[src/rtl/dmem_arbiter.sv]
// dmem_arbiter: round-robin arbiter granting two requesters one data-memory access at a time
module dmem_arbiter #(
    parameter int DATA_WIDTH = 32,
    parameter int ADDR_WIDTH = 32
) (
    input  logic                  clk,
    input  logic                  reset,
    input  logic                  req0_valid,
    input  logic                  req1_valid,
    output logic                  req0_ready,
    output logic                  req1_ready,
    input  logic                  req0_we,
    input  logic                  req1_we,
    input  logic [ADDR_WIDTH-1:0] req0_addr,
    input  logic [ADDR_WIDTH-1:0] req1_addr,
    input  logic [DATA_WIDTH-1:0] req0_wdata,
    input  logic [DATA_WIDTH-1:0] req1_wdata,
    output logic                  rsp0_valid,
    output logic                  rsp1_valid,
    output logic                  rsp0_err,
    output logic                  rsp1_err,
    output logic [DATA_WIDTH-1:0] rsp_rdata,
    output logic                  mem_wr_en,
    output logic [ADDR_WIDTH-1:0] mem_addr,
    output logic [DATA_WIDTH-1:0] mem_wdata,
    input  logic [DATA_WIDTH-1:0] mem_rd_data
);
    typedef enum logic [1:0] {IDLE, ACCESS, RESP} state_e;
    state_e state_q, state_d;
    logic last_q, last_d, port_q, port_d, we_q, we_d;
    logic [ADDR_WIDTH-1:0] addr_q, addr_d;
    logic [DATA_WIDTH-1:0] wdata_q, wdata_d, rdata_q, rdata_d;
    logic idle, grant, misaligned;

    assign idle       = state_q == IDLE;
    // On a tie the requester not served last wins
    assign grant      = (req0_valid & req1_valid) ? ~last_q : req1_valid;
    assign req0_ready = idle & req0_valid & ~grant;
    assign req1_ready = idle & req1_valid & grant;
    assign misaligned = |addr_q[1:0];
    // Strobes are masked by reset so an in-flight write cannot land on the reset edge
    assign mem_wr_en  = ~reset & (state_q == ACCESS) & we_q & ~misaligned;
    assign rsp0_valid = ~reset & (state_q == RESP) & ~port_q;
    assign rsp1_valid = ~reset & (state_q == RESP) & port_q;
    assign rsp0_err   = rsp0_valid & misaligned;
    assign rsp1_err   = rsp1_valid & misaligned;
    assign mem_addr   = addr_q;
    assign mem_wdata  = wdata_q;
    assign rsp_rdata  = rdata_q;

    always_comb begin
        state_d = state_q;
        last_d  = last_q;
        port_d  = port_q;
        we_d    = we_q;
        addr_d  = addr_q;
        wdata_d = wdata_q;
        rdata_d = rdata_q;
        case (state_q)
            IDLE: if (req0_ready | req1_ready) begin
                state_d = ACCESS;
                last_d  = grant;
                port_d  = grant;
                we_d    = grant ? req1_we : req0_we;
                addr_d  = grant ? req1_addr : req0_addr;
                wdata_d = grant ? req1_wdata : req0_wdata;
            end
            ACCESS: begin
                state_d = RESP;
                rdata_d = we_q ? rdata_q : (misaligned ? '0 : mem_rd_data);
            end
            default: state_d = IDLE;
        endcase
    end

    always_ff @(posedge clk) begin
        if (reset) begin
            state_q <= IDLE;
            last_q  <= 1'b1;
            port_q  <= 1'b0;
            we_q    <= 1'b0;
            addr_q  <= '0;
            wdata_q <= '0;
            rdata_q <= '0;
        end else begin
            state_q <= state_d;
            last_q  <= last_d;
            port_q  <= port_d;
            we_q    <= we_d;
            addr_q  <= addr_d;
            wdata_q <= wdata_d;
            rdata_q <= rdata_d;
        end
    end
endmodule

[config.mk]
export PLATFORM = sky130hd
export DESIGN_NAME = dmem_arbiter
export DESIGN_NICKNAME = d
export VERILOG_FILES = /design/src/rtl/dmem_arbiter.sv
export SDC_FILE = /design/constraint.sdc
export NUM_CORES = 1
export LEC_CHECK = 0
export ABC_AREA = 0
export CORE_MARGIN = 2
export CORE_UTILIZATION = 40
export CTS_CLUSTER_SIZE = 30
export DETAILED_ROUTE_END_ITERATION = 8
export PLACE_DENSITY = 0.88
export SLEW_MARGIN = 20
export SYNTH_ARGS = -nofsm -noshare
export SYNTH_HDL_FRONTEND = slang
export SYNTH_SLANG_ARGS = --single-unit
[constraint.sdc]
create_clock -name clk -period 3.96 [get_ports clk]
set_clock_uncertainty 0.2 [all_clocks]
set_input_delay 0.594 -clock clk [delete_from_list [all_inputs] [get_ports clk]]
set_output_delay 0.594 -clock clk [all_outputs]
set_load 0.02 [all_outputs]
# Word level (Yosys, flattened, before mapping)

Cells that the tools add are included.

Register bits: 101
Input bits: 166
Output and inout port bits: 103
Word-level logic and storage cells: 41

Eq/ne operators: 3
Multiplexer cells: 7
Bitwise gates (word level): 20
Reductions and logical operators: 4

Operators with widths:

| cell                 | count |
|---|---|
| $mux W32             | 3 |
| $and A1 B1 Y1        | 13 |
| $not A1 Y1           | 6 |
| $pmux W2 S2          | 1 |
| $reduce_and A2 Y1    | 2 |
| $eq A2 B1 Y1 const B | 1 |
| $eq A2 B2 Y1 const B | 1 |
| $logic_not A2 Y1     | 1 |
| $mux W1              | 2 |
| $mux W2              | 1 |
| $ne A2 B1 Y1 const B | 1 |
| $reduce_or A2 Y1     | 1 |
| $or A1 B1 Y1         | 1 |

# Longest topological paths before layout

Gate-level depths: netlist of run 1.

Word-level depth: 7
Depth in mapped cells: 5
Gate-level depth less buffers: 3

# Worst setup path before layout of run 1

Ideal clock, no wire load.

Path type: input-to-output
From: input req1_valid
To: output req1_ready
Arrival: 1.466 ns
Data required time: 3.166 ns
Slack: 1.700 ns
Cell stages on the path: 3
Path buffers: 1
Path through: a21bo_2 > clkbuf_1 > nor3_1

Longest elaborated chain between the ends: 3

Ends and longest elaborated chain:

| item              | RTL line | text |
|---|---|---|
| from (decl)       | 9        | `input logic req1_valid,` |
| $and A1 B1 Y1     | 37       | `assign grant = (req0_valid & req1_valid) ? ~last_q : req1_valid;` |
| $mux W1           | 37       |  |
| $and A1 B1 Y1 (*) | 39       | `assign req1_ready = idle & req1_valid & grant;` |
| to (decl)         | 11       | `output logic req1_ready,` |

Mark *: on every way between the ends. The rest lies on a longest branch, timed or not.

# Worst setup path in the final report of run 1

From: input req0_valid
To: output req0_ready

Longest elaborated chain between the ends: 4

Ends and longest elaborated chain:

| item              | RTL line | text |
|---|---|---|
| from (decl)       | 8        | `input logic req0_valid,` |
| $and A1 B1 Y1     | 37       |  |
| $mux W1           | 37       |  |
| $not A1 Y1        | 38       | `assign req0_ready = idle & req0_valid & ~grant;` |
| $and A1 B1 Y1 (*) | 38       |  |
| to (decl)         | 10       | `output logic req0_ready,` |

Marks and branches as above.

==> results list, run 1 <==
- Status: completed
- Worst path required time: 3.17 ns
* Hpwl dp: 11.1 mm
- The number of antenna violations at the first check in global routing was 0.
- For this configuration, the core starts out at a cell density of 41.5%.
- Floorplan die width: 108 um
- Filler cell count: 816
- The critical path is of the in -> out type.
- Total power draw: 2.81 mW
- Clock sink count: 101
- Worst voltage drop across the vdd grid: 0.227 mV
* Type of origin of the critical path: primary input
- Across every metal layer, demand over resource in global routing totals 26.1%.
- Cells with a size suffix above 1 make up 4.27% of the layout.
- Routed WL per cell: 17.6 um
* Clock transition at the registers of the reported paths: 0.10 ns
- The area growth from synthesis to layout is 67.3%.
- Worst hold margin: 0.257 ns
- Leading cell types in the layout, fill and taps excluded: sky130_fd_sc_hd__clkdlybuf4s50_1 (267), sky130_fd_sc_hd__nand2_1 (163), sky130_fd_sc_hd__dfxtp_1 (101)
- The clock passes through at most 2 buffers.
* Number of nets in the synthesized netlist: 703
* Final critical delay including setup and external delays: 3.13 ns
- Setup repair after global routing left no endpoint under its margin.
- The tightest min-delay check is of the reg -> reg type.
- Entering global routing, the biggest net connects 67 pins.
- The first detailed-routing pass took 4 iterations.
- TritonCTS Buffers: 9
- R2r endpoint: mem_addr[23]
- Capturing element type of the critical path: primary output
- The initialized floorplan defines 37 standard-cell rows.
- Std-Cell Core Area: 0.0104 mm^2
- Max Clock Freq: 0.319 GHz
- Total number of vias: 5,035
- Number of resized instances in the post-cts repair step: 0
- Area after DPL: 0.00694 mm^2
- Antenna Diode Count: 0
- I/O pins: 269
- Measured slew at the worst slew-check pin: 0.804 ns
- Post-synthesis register bit count: 101
- Cells after Synth: 537
* Final standard cell area without fillers: 0.00720 mm^2
* Max_cap viols: 0
- By instance count, the cell type seen most on the critical path is sky130_fd_sc_hd__clkdlybuf4s50_1.
* Clock tree from TritonCTS: built
* Crit share post-route: 79.1%
- Measured along the y axis, the die boundary spans 108 um.
- Nets: 933
- Hold repair after CTS inserted 0 buffers.
* Clk Tree Root Cell: sky130_fd_sc_hd__clkbuf_8
- Following the worst setup path forward leads to its endpoint at req0_ready.
* Critical path launch point: req0_valid
- Number of max-slew violations in the final report: 0
- For this run, the register share of the synthesized area comes to 47.0%.
* Number of antenna-violating nets in the routed design: 0
- Gpl congestion: 0.874
- Sum of overflow across all layers after global routing: 0
- Cell-by-cell listing of the critical path: clkdlybuf4s50_1, or3b_1, nor2_1, clkdlybuf4s50_1
* H-tree Lvls: 3
* Die ar.: 0.0116 mm^2
- The number of global-route vias before repair is 4,952.
- Final setup TNS: 0 ns
- Worst skew pair latency: 0.35 ns
- The library cell used most frequently in the layout, excluding fill and tap cells, is sky130_fd_sc_hd__clkdlybuf4s50_1.
- The first global-routing pass estimated 24.0 mm of wire.
* Post-Syn Area per Cell: 8.02 um^2
- Summed over all layers, the routed wires come to 16.0 mm.
* Data arrival time of the critical path: 2.34 ns
- In this run the tightest slew margin relative to its limit is 46.3%.
- Number of distinct library cells after synthesis: 24
- Using the TritonRoute via totals, the vias-per-cell ratio works out to 5.55.
* Number of hold-slack violations in the final timing report: 0
- Setup violations remaining at the end of the flow were counted as 0.
- In this run the post-CTS setup repair buffer count came out at 0.
- The mapped netlist covers 0.00430 mm^2.
- Leakage dissipation: 2.62 nW
- Synthesis warning total: 0
- Dividing total power by cell area gives a power density of 390 mW/mm^2.
- Cell at the slowest stage of the critical path: sky130_fd_sc_hd__clkdlybuf4s50_1
* Source of the worst register-to-register timing path: state_q[1]
* Port buffer count: 268
- Critical path peak fanout: 4
- For this run, design rule violations remaining after detail routing come to 0.
- Starting DRT DRC Count: 338
- The number of cells on the worst reg-to-reg path is 3.
- In this run the register-to-register setup slack is 1.43 ns.
- Max stage delay on crit path: 0.63 ns
[through the flow]
stage | util (%) | cells | worst slack, ns
final | 69.4 | 908 | 0.828
after global routing | 69.4 | 908 | 0.779
after CTS | 69.3 | 907 | 0.841
after detailed placement | 66.9 | 891 | 0.846
after global placement | 66.9 | 891 | 0.887
after floorplan | - | 537 | 1.70
[area by class of cell]
type | instances | area (um^2) | share of cell area, %
Clock buffer | 11 | 141 | 1.96
Clock inverter | 5 | 108 | 1.49
Multi-Input combinational cell | 380 | 2020 | 28.0
Sequential cell | 101 | 2020 | 28.1
Tap cell | 136 | 170 | 2.36
Timing Repair Buffer | 275 | 2740 | 38.1
[registers in the layout (all words and copies together) (netlist names)]
register / flops
port_q: 1
last_q: 1
we_q: 1
rsp_rdata: 32
mem_addr: 32
mem_wdata: 32
state_q: 2
[where the power goes]
group,leakage (nW),internal [mW],switching [mW]
Sequential,0.833,1.11,0.0607
Clock,0.124,0.440,0.357
Combinational,1.66,0.411,0.427
Total,2.62,1.97,0.845
[synthesized netlist by cell type]
library cell                 n  area [um^2]
sky130_fd_sc_hd__a21bo_2     1         10.0
sky130_fd_sc_hd__clkbuf_1   26         97.6
sky130_fd_sc_hd__a21boi_2    1         11.3
sky130_fd_sc_hd__and3_1      2         12.5
sky130_fd_sc_hd__nor3_1      2         10.0
sky130_fd_sc_hd__nor2b_1     3         18.8
sky130_fd_sc_hd__a311oi_2    2         30.0
sky130_fd_sc_hd__nor2_4      1         11.3
sky130_fd_sc_hd__and2_4      1         8.76
sky130_fd_sc_hd__nor2_1      5         18.8
sky130_fd_sc_hd__or2_1       1         6.26
sky130_fd_sc_hd__buf_2      20          100
sky130_fd_sc_hd__or3b_1      2         17.5
sky130_fd_sc_hd__dfxtp_1   101         2020
sky130_fd_sc_hd__nand2_1   163          612
sky130_fd_sc_hd__buf_4       8         60.1
sky130_fd_sc_hd__nor3b_1     1         7.51
sky130_fd_sc_hd__a21oi_1    97          485
sky130_fd_sc_hd__nand3_1    32          160
sky130_fd_sc_hd__nor3b_2     1         12.5
sky130_fd_sc_hd__a22oi_1     1         7.51
sky130_fd_sc_hd__a311oi_1   63          552
sky130_fd_sc_hd__a221o_1     1         10.0
sky130_fd_sc_hd__buf_6       2         22.5
[critical path, delay by kind of cell]
kind	cells	cell delay, ns
buffers and inverters	2	1.20
and+or+nand+nor	2	0.55
[cells by family after synthesis]
logic type | share of synthesized area (%)
and+or+nand+nor | 20.8
AOI/OAI and AO/OA | 25.7
DFF | 47.0
buffers and inverters | 6.51
[routing by layer]
layer | vias up | track usage (%) | part of all wire, %
li1 | 2369 | - | -
met1 | 2361 | 29.0 | 38
met2 | 263 | 47.3 | 50
met3 | 42 | 5.51 | 8.3
met4 | 0 | 11.8 | 3.4
met5 | - | 0 | 0
[worst min-delay path by stage]
stage	startpoint	to	slack, ns	cells past startpoint
after floorplan	port_q	port_q	0.30	2
after detailed placement	rsp_rdata[7]	rsp_rdata[7]	0.24	2
after global placement	rsp_rdata[21]	rsp_rdata[21]	0.24	2
after CTS	rsp_rdata[7]	rsp_rdata[7]	0.26	2
after global routing	rsp_rdata[7]	rsp_rdata[7]	0.27	2
final	rsp_rdata[14]	rsp_rdata[14]	0.26	2
Power figures use the tool's default switching activity.
==> run 2, diff against run 1 <==
- CORE_UTILIZATION: 40 -> 33
- PLACE_DENSITY: 0.88 -> 0.78
- clock period: 3.96 -> 2.7 ns (I/O delays scaled with it)
==> run 2 against run 1 <==
  * First-iteration DRC count fell by 2.4%
  * Core utilization fell by 12 points
  * Critical path depth did not move
  * Worst setup slack got worse by 0.68 ns
  * Via count fell by 1.4%
  * Clock power rose by 56%
  * Sequential power rose by 46%
  * Wire length fell by 2.5%
  * Critical endpoint is now req1_ready
  * Hold slack got worse by 0.16 ns
==> results list, run 2 (synthesis gave the netlist of run 1 again) <==
- Status: completed (unchanged).
- The setup fix buffers added after clock tree synthesis came to 0 (unchanged).
- Relative slew slack: 26.8% (was 46.3%)
* Hpwl dp: 11.0 mm (was 11.1 mm)
* Power dissipated by switching net loads: 1.27 mW (was 0.845 mW)
- The pin count of the biggest net entering global routing came to 67 (unchanged).
* Gpl congestion: 0.801 (was 0.874)
- The number of sinks handled by clock tree synthesis came to 101 (unchanged).
- Share of power burned in the clock network: 29.7% (was 28.3%)
* Wire length of the first global-routing pass: 24.9 mm (was 24.0 mm)
- The number of nets in the finished design is 938 (was 933).
- The row count came to 41 (was 37).
- The hold-fix buffer count after cts came to 0 (unchanged).
- The aggregate global routing overflow is 0 (unchanged).
- The final setup violation count was 0 (unchanged).
* Antenna violations before repair: 0 (unchanged)
* Leading cell types in the layout, fill and taps excluded: sky130_fd_sc_hd__clkdlybuf4s50_1 (266), sky130_fd_sc_hd__nand2_1 (163), sky130_fd_sc_hd__dfxtp_1 (101) (was sky130_fd_sc_hd__clkdlybuf4s50_1 (267), sky130_fd_sc_hd__nand2_1 (163), sky130_fd_sc_hd__dfxtp_1 (101))
* Data arrival time of the critical path: 1.95 ns (was 2.34 ns)
- Number of max-slew violations in the final report: 0 (unchanged)
- Number of global-route vias before repair: 4,877 (was 4,952)
* Detailed-route wire length: 15.6 mm (was 16.0 mm)
- The worst path required time is 2.10 ns (was 3.17 ns).
- Port buffer count: 268 (unchanged)
- Filler cell count: 1,140 (was 816)
* Design internal power: 2.92 mW (was 1.97 mW)
* Minimum setup slack among reg-to-reg paths: 0.64 ns (was 1.43 ns)
- Number of antenna-violating nets in the routed design: 0 (unchanged)
- The final core utilization came to 57.7% (was 69.4%).
- The count of antenna diodes in the layout came to 0 (unchanged).
* Vertical extent of the die: 118 um (was 108 um)
- Measured slew at the worst slew-check pin: 1.10 ns (was 0.804 ns)
* Number of resized instances in the post-cts repair step: 0 (unchanged)
- The detailed-route wire length per cell was 16.4 um (was 17.6 um).
- Share of total power consumed by net switching: 30.3% (was 30.1%)
- The number of top-level pins is 269 (unchanged).
* Type of origin of the critical path: primary input (unchanged)
* Clock transition at the registers of the reported paths: 0.06 ns (was 0.10 ns)
* Power density relative to cell area: 574 mW/mm^2 (was 390 mW/mm^2)
- The area of the core region came to 0.0127 mm^2 (was 0.0104 mm^2).
* Combinational group share of total power: 29.2% (was 29.8%)
- Share of power burned in registers: 41.1% (was 41.8%)
* Crit share post-route: 94.5%
- TritonCTS Buffers: 9 (unchanged)
- The CTS tree was built (unchanged).
- Leakage dissipation: 2.67 nW (was 2.62 nW)
* Clk Tree Root Cell: sky130_fd_sc_hd__clkbuf_16 (was sky130_fd_sc_hd__clkbuf_8)
- The relative area change from synthesis to final layout was 70.0% (was 67.3%).
- Final setup TNS: 0 ns (unchanged)
- The H-tree depth came to 3 (unchanged).
- DRT Pass-1 Iters: 5 (was 4)
- The kind of path behind the tightest hold check is in -> reg (was reg -> reg).
- Capturing element type of the critical path: primary output (unchanged)
- RSZ-0062 raised after global routing: false (unchanged).
- Starting DRT DRC Count: 330 (was 338)
* Overall Global Routing Usage: 21.8% (was 26.1%)
- The worst setup path category was in -> out (unchanged).
- The largest fanout on the critical path was 4 (unchanged).
- Routed via count divided by cell count: 5.23 (was 5.55)
* Residual DRC count: 0 (unchanged)
* Number of hold-slack violations in the final timing report: 0 (unchanged)
* Worst voltage drop across the vdd grid: 0.287 mV (was 0.227 mV)
* Max_cap viols: 0 (unchanged)
- Initial core utilization: 34.0% (was 41.5%)
* Total number of vias: 4,967 (was 5,035)
- The share of layout cells above drive strength 1 is 4.76% (was 4.27%).
* Clock tree buffer depth: 2 (unchanged)
- The die boundary width is 118 um (was 108 um).
- The smallest clock period supported by the final layout is computed as 2.55 ns.
- The total die area came to 0.0140 mm^2 (was 0.0116 mm^2).
- Timing would allow up to 0.392 GHz.
- Most common library cell in the layout ignoring fill and taps: sky130_fd_sc_hd__clkdlybuf4s50_1 (unchanged)
* Worst skew pair latency: 0.33 ns (was 0.35 ns)
## run 2: final timing paths
path	end	startpoint	depth (start not counted)
setup / recovery	req1_ready	req1_valid	4
hold / removal	state_q[0]	reset	2
setup reg to reg	rsp_rdata[20]	state_q[1]	3
hold reg to reg	rsp_rdata[0]	rsp_rdata[0]	2
## run 2: power groups by stage
| stage | sequential (mW) | clock (mW) | combinational, mW |
|---|---|---|---|
| 6_report | 1.72 | 1.24 | 1.23 |
| 5_1_grt | 1.74 | 1.34 | 1.31 |
| 4_1_cts | 1.72 | 1.27 | 1.23 |
| 3_5_place_dp | 1.76 | 0 | 1.23 |
| 3_3_place_gp | 1.75 | 0 | 1.21 |
| 2_1_floorplan | 1.91 | 0 | 0.444 |
## run 2: cell type report
| type | count | area, um^2 | share of cell area (%) |
|---|---|---|---|
| clock buffer | 12 | 256 | 3.51 |
| clock inverter | 4 | 31.3 | 0.428 |
| multi-input combinational | 380 | 2020 | 27.6 |
| sequential | 101 | 2020 | 27.6 |
| tap | 172 | 215 | 2.94 |
| timing repair buffer | 280 | 2770 | 37.9 |
## run 2: critical path, cell delays in order
cell and delay (ns):
sky130_fd_sc_hd__clkdlybuf4s50_1 0.52, sky130_fd_sc_hd__a21bo_2 0.25, sky130_fd_sc_hd__nor3_1 0.14, sky130_fd_sc_hd__clkdlybuf4s50_1 0.63
## run 2: routing by layer
layer,global-route usage (%),up-vias,share of wire [%]
met1,25.8,2343,40
met3,7.19,18,9.5
met4,6.17,0,1.5
li1,-,2379,-
met5,0,-,0
met2,37.6,227,49
## run 2: stage by stage
| stage | instances | power (mW) | cell area (um^2) | setup WS [ns] | hold WS (ns) |
|---|---|---|---|---|---|
| CTS | 949 | 4.23 | 7310 | 0.0261 | 0.0856 |
| global placement | 933 | 2.96 | 7030 | 0.0387 | 0.237 |
| finish | 949 | 4.20 | 7320 | 0.149 | 0.0988 |
| detailed placement | 933 | 2.99 | 7030 | 0.0361 | 0.243 |
| global route | 949 | 4.40 | 7320 | 0.0861 | 0.0938 |
| floorplan | 537 | 2.35 | 4300 | 0.772 | 0.304 |
